<file path="src/rtl/game_pkg.sv">
// Shared game-path types: FSM state encoding, life-counter width and saturating helpers.
package game_pkg;

  typedef enum logic [1:0] {
    IDLE = 2'd0,
    PLAY = 2'd1,
    OVER = 2'd2
  } game_state_t;

  localparam int LIVES_W = 4;

  function automatic logic [LIVES_W-1:0] sat_inc(input logic [LIVES_W-1:0] value,
                                                 input logic [LIVES_W-1:0] cap);
    return (value >= cap) ? cap : value + LIVES_W'(1);
  endfunction

  function automatic logic [LIVES_W-1:0] sat_dec(input logic [LIVES_W-1:0] value);
    return (value == '0) ? '0 : value - LIVES_W'(1);
  endfunction

endpackage

</file>
<file path="src/rtl/idle_timer.sv">
// No-input inactivity counter: counts while run=1, flags the last cycle of the timeout window.
module idle_timer #(
  parameter int IDLE_TIMEOUT = 1000
) (
  input  logic clk,
  input  logic reset,
  input  logic clear,
  input  logic run,
  output logic expired
);

  localparam int CNT_W = (IDLE_TIMEOUT > 1) ? $clog2(IDLE_TIMEOUT) : 1;
  localparam logic [CNT_W-1:0] LAST = CNT_W'(IDLE_TIMEOUT - 1);

  logic [CNT_W-1:0] count;

  // NOTE: sequential state uses non-blocking assignments so every flop samples pre-edge values.
  always_ff @(posedge clk or negedge reset) begin
    if (!reset) begin
      count <= '0;
    end else if (clear) begin
      count <= '0;
    end else if (run && !expired) begin
      count <= count + CNT_W'(1);
    end
  end

  assign expired = run && (count == LAST);

endmodule

</file>
<file path="src/rtl/game_over_ctrl.sv">
// Game-end controller: lives, inactivity timeout, registered over/over_pulse/playing/lives_left.
// Optional bonus-life streak logic is enabled by defining GAME_OVER_BONUS_EN.
module game_over_ctrl
  import game_pkg::*;
#(
  parameter int LIVES        = 3,
  parameter int IDLE_TIMEOUT = 1000,
  parameter int BONUS_HITS   = 4
) (
  input  logic               clk,
  input  logic               reset,
  input  logic               active,
  input  logic               hit,
  input  logic               miss,
  input  logic               restart,
  output logic               over,
  output logic               over_pulse,
  output logic [LIVES_W-1:0] lives_left,
  output logic               playing
);

  localparam logic [LIVES_W-1:0] LIVES_INIT = LIVES_W'(LIVES);

  if (LIVES < 1 || LIVES > 15) begin : g_bad_lives
    $error("game_over_ctrl: LIVES must be 1..15");
  end
  if (IDLE_TIMEOUT < 2) begin : g_bad_timeout
    $error("game_over_ctrl: IDLE_TIMEOUT must be >= 2");
  end
  if (BONUS_HITS < 1) begin : g_bad_bonus
    $error("game_over_ctrl: BONUS_HITS must be >= 1");
  end

  game_state_t        state, state_next;
  logic [LIVES_W-1:0] lives_next;
  logic               timer_clear, timer_run, expired;

`ifdef GAME_OVER_BONUS_EN
  localparam int STREAK_W = $clog2(BONUS_HITS + 1);
  localparam logic [STREAK_W-1:0] STREAK_LAST = STREAK_W'(BONUS_HITS - 1);
  logic [STREAK_W-1:0] streak, streak_next;
`endif

  idle_timer #(
    .IDLE_TIMEOUT(IDLE_TIMEOUT)
  ) u_idle_timer (
    .clk    (clk),
    .reset  (reset),
    .clear  (timer_clear),
    .run    (timer_run),
    .expired(expired)
  );

  // NOTE: every variable gets a default before the case so no path leaves it unassigned (no latches).
  always_comb begin
    state_next  = state;
    lives_next  = lives_left;
    timer_clear = 1'b1;
    timer_run   = 1'b0;
`ifdef GAME_OVER_BONUS_EN
    streak_next = '0;
`endif
    unique case (state)
      IDLE: begin
        lives_next = LIVES_INIT;
        if (active) state_next = PLAY;
      end
      PLAY: begin
        timer_run   = 1'b1;
        timer_clear = 1'b0;
        if (!active) begin
          state_next  = IDLE;
          lives_next  = LIVES_INIT;
          timer_clear = 1'b1;
        end else if (miss) begin
          // miss outranks a simultaneous hit, which is simply dropped
          timer_clear = 1'b1;
          if (lives_left <= LIVES_W'(1)) begin
            state_next = OVER;
            lives_next = '0;
          end else begin
            lives_next = sat_dec(lives_left);
          end
        end else if (hit) begin
          timer_clear = 1'b1;
`ifdef GAME_OVER_BONUS_EN
          if (streak == STREAK_LAST) begin
            lives_next = sat_inc(lives_left, LIVES_INIT);
          end else begin
            streak_next = streak + STREAK_W'(1);
          end
`endif
        end else if (expired) begin
          state_next  = OVER;
          timer_clear = 1'b1;
        end else begin
`ifdef GAME_OVER_BONUS_EN
          streak_next = streak;
`endif
        end
      end
      OVER: begin
        if (restart) begin
          state_next = IDLE;
          lives_next = LIVES_INIT;
        end
      end
      default: state_next = IDLE;
    endcase
  end

  // Outputs are decoded from the next state so they are true registers, not state decodes.
  always_ff @(posedge clk or negedge reset) begin
    if (!reset) begin
      state      <= IDLE;
      lives_left <= LIVES_INIT;
      over       <= 1'b0;
      over_pulse <= 1'b0;
      playing    <= 1'b0;
    end else begin
      state      <= state_next;
      lives_left <= lives_next;
      over       <= (state_next == OVER);
      over_pulse <= (state_next == OVER) && (state != OVER);
      playing    <= (state_next == PLAY);
    end
  end

`ifdef GAME_OVER_BONUS_EN
  always_ff @(posedge clk or negedge reset) begin
    if (!reset) streak <= '0;
    else        streak <= streak_next;
  end
`endif

endmodule
</file>
<file path="config.mk">
export PLATFORM = sky130hd
export DESIGN_NAME = game_over_ctrl
export DESIGN_NICKNAME = d
export VERILOG_FILES = /design/src/rtl/game_pkg.sv /design/src/rtl/idle_timer.sv /design/src/rtl/game_over_ctrl.sv
export SDC_FILE = /design/constraint.sdc
export NUM_CORES = 1
export LEC_CHECK = 0
export ABC_AREA = 0
export CAP_MARGIN = 20
export CORE_MARGIN = 3
export CORE_UTILIZATION = 45
export CTS_CLUSTER_DIAMETER = 80
export DETAILED_ROUTE_END_ITERATION = 8
export GPL_ROUTABILITY_DRIVEN = 0
export PLACE_DENSITY = 0.7
export SETUP_SLACK_MARGIN = 0.5
export SYNTH_ARGS = -nofsm -noshare
export SYNTH_HDL_FRONTEND = slang
export SYNTH_HIERARCHICAL = 1
export SYNTH_SLANG_ARGS = --single-unit
</file>
<file path="constraint.sdc">
create_clock -name clk -period 3.7 [get_ports clk]
set_clock_uncertainty 0.2 [all_clocks]
set_input_delay 0.74 -clock clk [delete_from_list [all_inputs] [get_ports clk]]
set_output_delay 0.74 -clock clk [all_outputs]
set_load 0.05 [all_outputs]
</file>
==> metrics <==
num rows=16; largest family of logic cells by synthesized area=simple AND/OR/NAND/NOR gates; clk sink count=19; residual DRC count=0; critical-path cell list=clkdlybuf4s50_1; crit-path max FO=7; vias per inst=6.12; DIE HEIGHT=54.6 um; CP endpoint kind=primary output; antenna violations before repair=0; Max-cap violations=0; layout net count=127; Adder-Cell Fraction of Synth Area=1.18%; Mapped Area=1060 um2; sequential area share after synthesis=44.9%; first-pass GRT wire length=3.71 mm; final setup violation count=0; status=finished, final reports clean; drt wl/cell=15.2 um; Final Hold Viols=0; I/O pin total=13; routed wire length=2.22 mm; clk_lat worst skew=0.30 ns; Synth Area in XOR/XNOR=0.824%; Seq cells post-synth=19; Design Power=0.000379 W; Crit path arrival time=1.75 ns; H-tree lvl count=1; share of cells above drive strength 1=13.4%; drt first pass iters=4; CTS tree=yes; Leakage Power=0.479 nW; CP required=2.76 ns; antenna-violating nets left=0; distinct cell type count after synthesis=46; Pwr Density=307 nW/um2; Longest Clk Path Bufs=2; PortBufs=12; complex-gate fraction of the synthesized area=21.3%; Hold WC Path Type=flop to flop; Vias=893; fmax=0.371 GHz; number of synthesized flops with an enable pin=0; gr ovfl total=0; CTS root buf=clkbuf_4; Worst-Margin Slew=0.835 ns; Synth Warn #=6; CTS hold repair buffers=0; TNS Setup=0 ns; CTS buffer count=3; Simple-Gate Fraction of Synth Area=26.7%; fin crit period=2.69 ns; First DRT Iteration DRCs=17; CORE AREA=2100 um2; Synth-to-Final Area Change=16.1%; GRT Total Usage=17.2%; multiplexer area fraction after synthesis=1.41%; prevailing post-synth register cell=dfrtp_1; ys async rst share=100%; Avg Inst Size Synth=10.1 um2; worst vdd ir=0.243 mV; Final Cycle Share=72.8%; relative slew slack=44.2%; Slew Limit Fails=0; startpoint types=flop; Syn Nets=112; initial core utilization=50.6%; Antenna diodes=0; RSZ-0062 raised after global routing=no; Top delay family on crit path=buffers and inverters; largest net degree at the start of global routing=20; Fin Hold WS=0.375 ns; worst path bufs/invs=1; crit path kind=flop to primary output; clock-pin slew on the worst setup and hold paths=0.12 ns; Die W=54.6 um; DP HPWL=1.57 mm; post-CTS setup buffers=0; master of the slowest instance on the critical path=clkdlybuf4s50_1; critical path's largest stage delay=0.82 ns; DIE AREA=2980 um2; number of global-route vias before repair=857; Synth Instances=105; post-CTS sizing=0
-- cell families after synthesis --
| logic type | Yosys count |
|---|---|
| buffers and inverters | 9 |
| AO/OA/AOI/OAI | 32 |
| adder cells (fa/ha/maj) | 1 |
| XOR/XNOR | 1 |
| multiplexers | 1 |
| AND/OR/NAND/NOR | 42 |
| flip-flops | 19 |
-- sequential cells by signal, indices dropped and copies added, names as in the netlist --
name / flops
lives_left: 4
over: 1
over_pulse: 1
playing: 1
state: 2
u_idle_timer/count: 10
-- metrics by stage --
step | instances | utilization, % | setup WS, ns | area (um2)
2_1_floorplan | 105 | - | 1.47 | 1060
3_3_place_gp | 142 | 57.5 | 1.02 | 1210
3_5_place_dp | 142 | 57.5 | 0.946 | 1210
4_1_cts | 146 | 58.8 | 0.999 | 1230
5_1_grt | 146 | 58.8 | 0.944 | 1230
6_report | 146 | 58.8 | 1.01 | 1230
-- power by group --
group | leakage, nW | total [W] | switching (W) | internal, W
combinational | 0.210 | 0.0000510 | 0.0000298 | 0.0000212
sequential | 0.254 | 0.000220 | 0.00000632 | 0.000213
clock | 0.0150 | 0.000109 | 0.0000666 | 0.0000420
total | 0.479 | 0.000379 | 0.000103 | 0.000277
-- cell usage in the layout (no fill, tap or decap), drive strengths merged, types with 3 or more instances in the layout --
master,instances
nor2,7
nand3,4
o21ai,4
or4,4
dfrtp,17
inv,6
nand4,3
nand2,4
nand3b,3
o211a,3
nor3,3
o31ai,6
clkbuf,4
clkdlybuf4s50,12
a21oi,7
-- routing by layer --
metal	vias up	part of all wire, %	wire length [um]	track usage [%]
met5	-	0	0	0
met4	0	0.36	8	4.56
met3	3	3.3	73	4.90
li1	439	-	-	-
met2	11	49	1080	28.9
met1	440	48	1060	21.4
-- final timing paths --
kind	startpoint	to	slack (ns)	cells past startpoint
setup reg to reg	u_idle_timer/count[3]	u_idle_timer/count[0]	1.16	7
setup / recovery	lives_left[1]	lives_left[1]	1.01	1
hold / removal	u_idle_timer/count[9]	u_idle_timer/count[9]	0.38	2
hold reg to reg	u_idle_timer/count[9]	u_idle_timer/count[9]	0.38	2
min in group asynchronous	reset	u_idle_timer/count[9]	0.70	1
max in group asynchronous	reset	u_idle_timer/count[2]	2.08	1
-- tightest hold or removal path, cell delays in order, from the launching register on --
cell,delay (ns)
dfrtp_1,0.42
o31ai_1,0.07
a21oi_1,0.06
-- final cells by class --
| cell class | count | area (um2) |
|---|---|---|
| Fill cell | 206 | 867 |
| Multi-Input combinational cell | 77 | 547 |
| Sequential cell | 19 | 478 |
| Timing Repair Buffer | 13 | 128 |
| Tap cell | 27 | 33.8 |
| Clock buffer | 4 | 26.3 |
| Inverter | 6 | 22.5 |
-- synth_stat cells (2+ instances only) --
cell,count,area [um2]
dfrtp_1,17,425
nor2_1,7,26.3
a21oi_1,6,30.0
inv_1,6,22.5
o31ai_1,6,45.0
nand2_1,4,15.0
or4_1,4,30.0
nand3_1,3,15.0
nand3b_1,3,22.5
nor3_1,3,15.0
o211a_1,3,30.0
o21ai_0,3,15.0
a211oi_1,2,15.0
dfstp_2,2,52.6
nand4_2,2,25.0
o211ai_1,2,15.0
o22ai_1,2,12.5
or3_1,2,12.5
No activity file was read; power rests on OpenSTA's default activity.
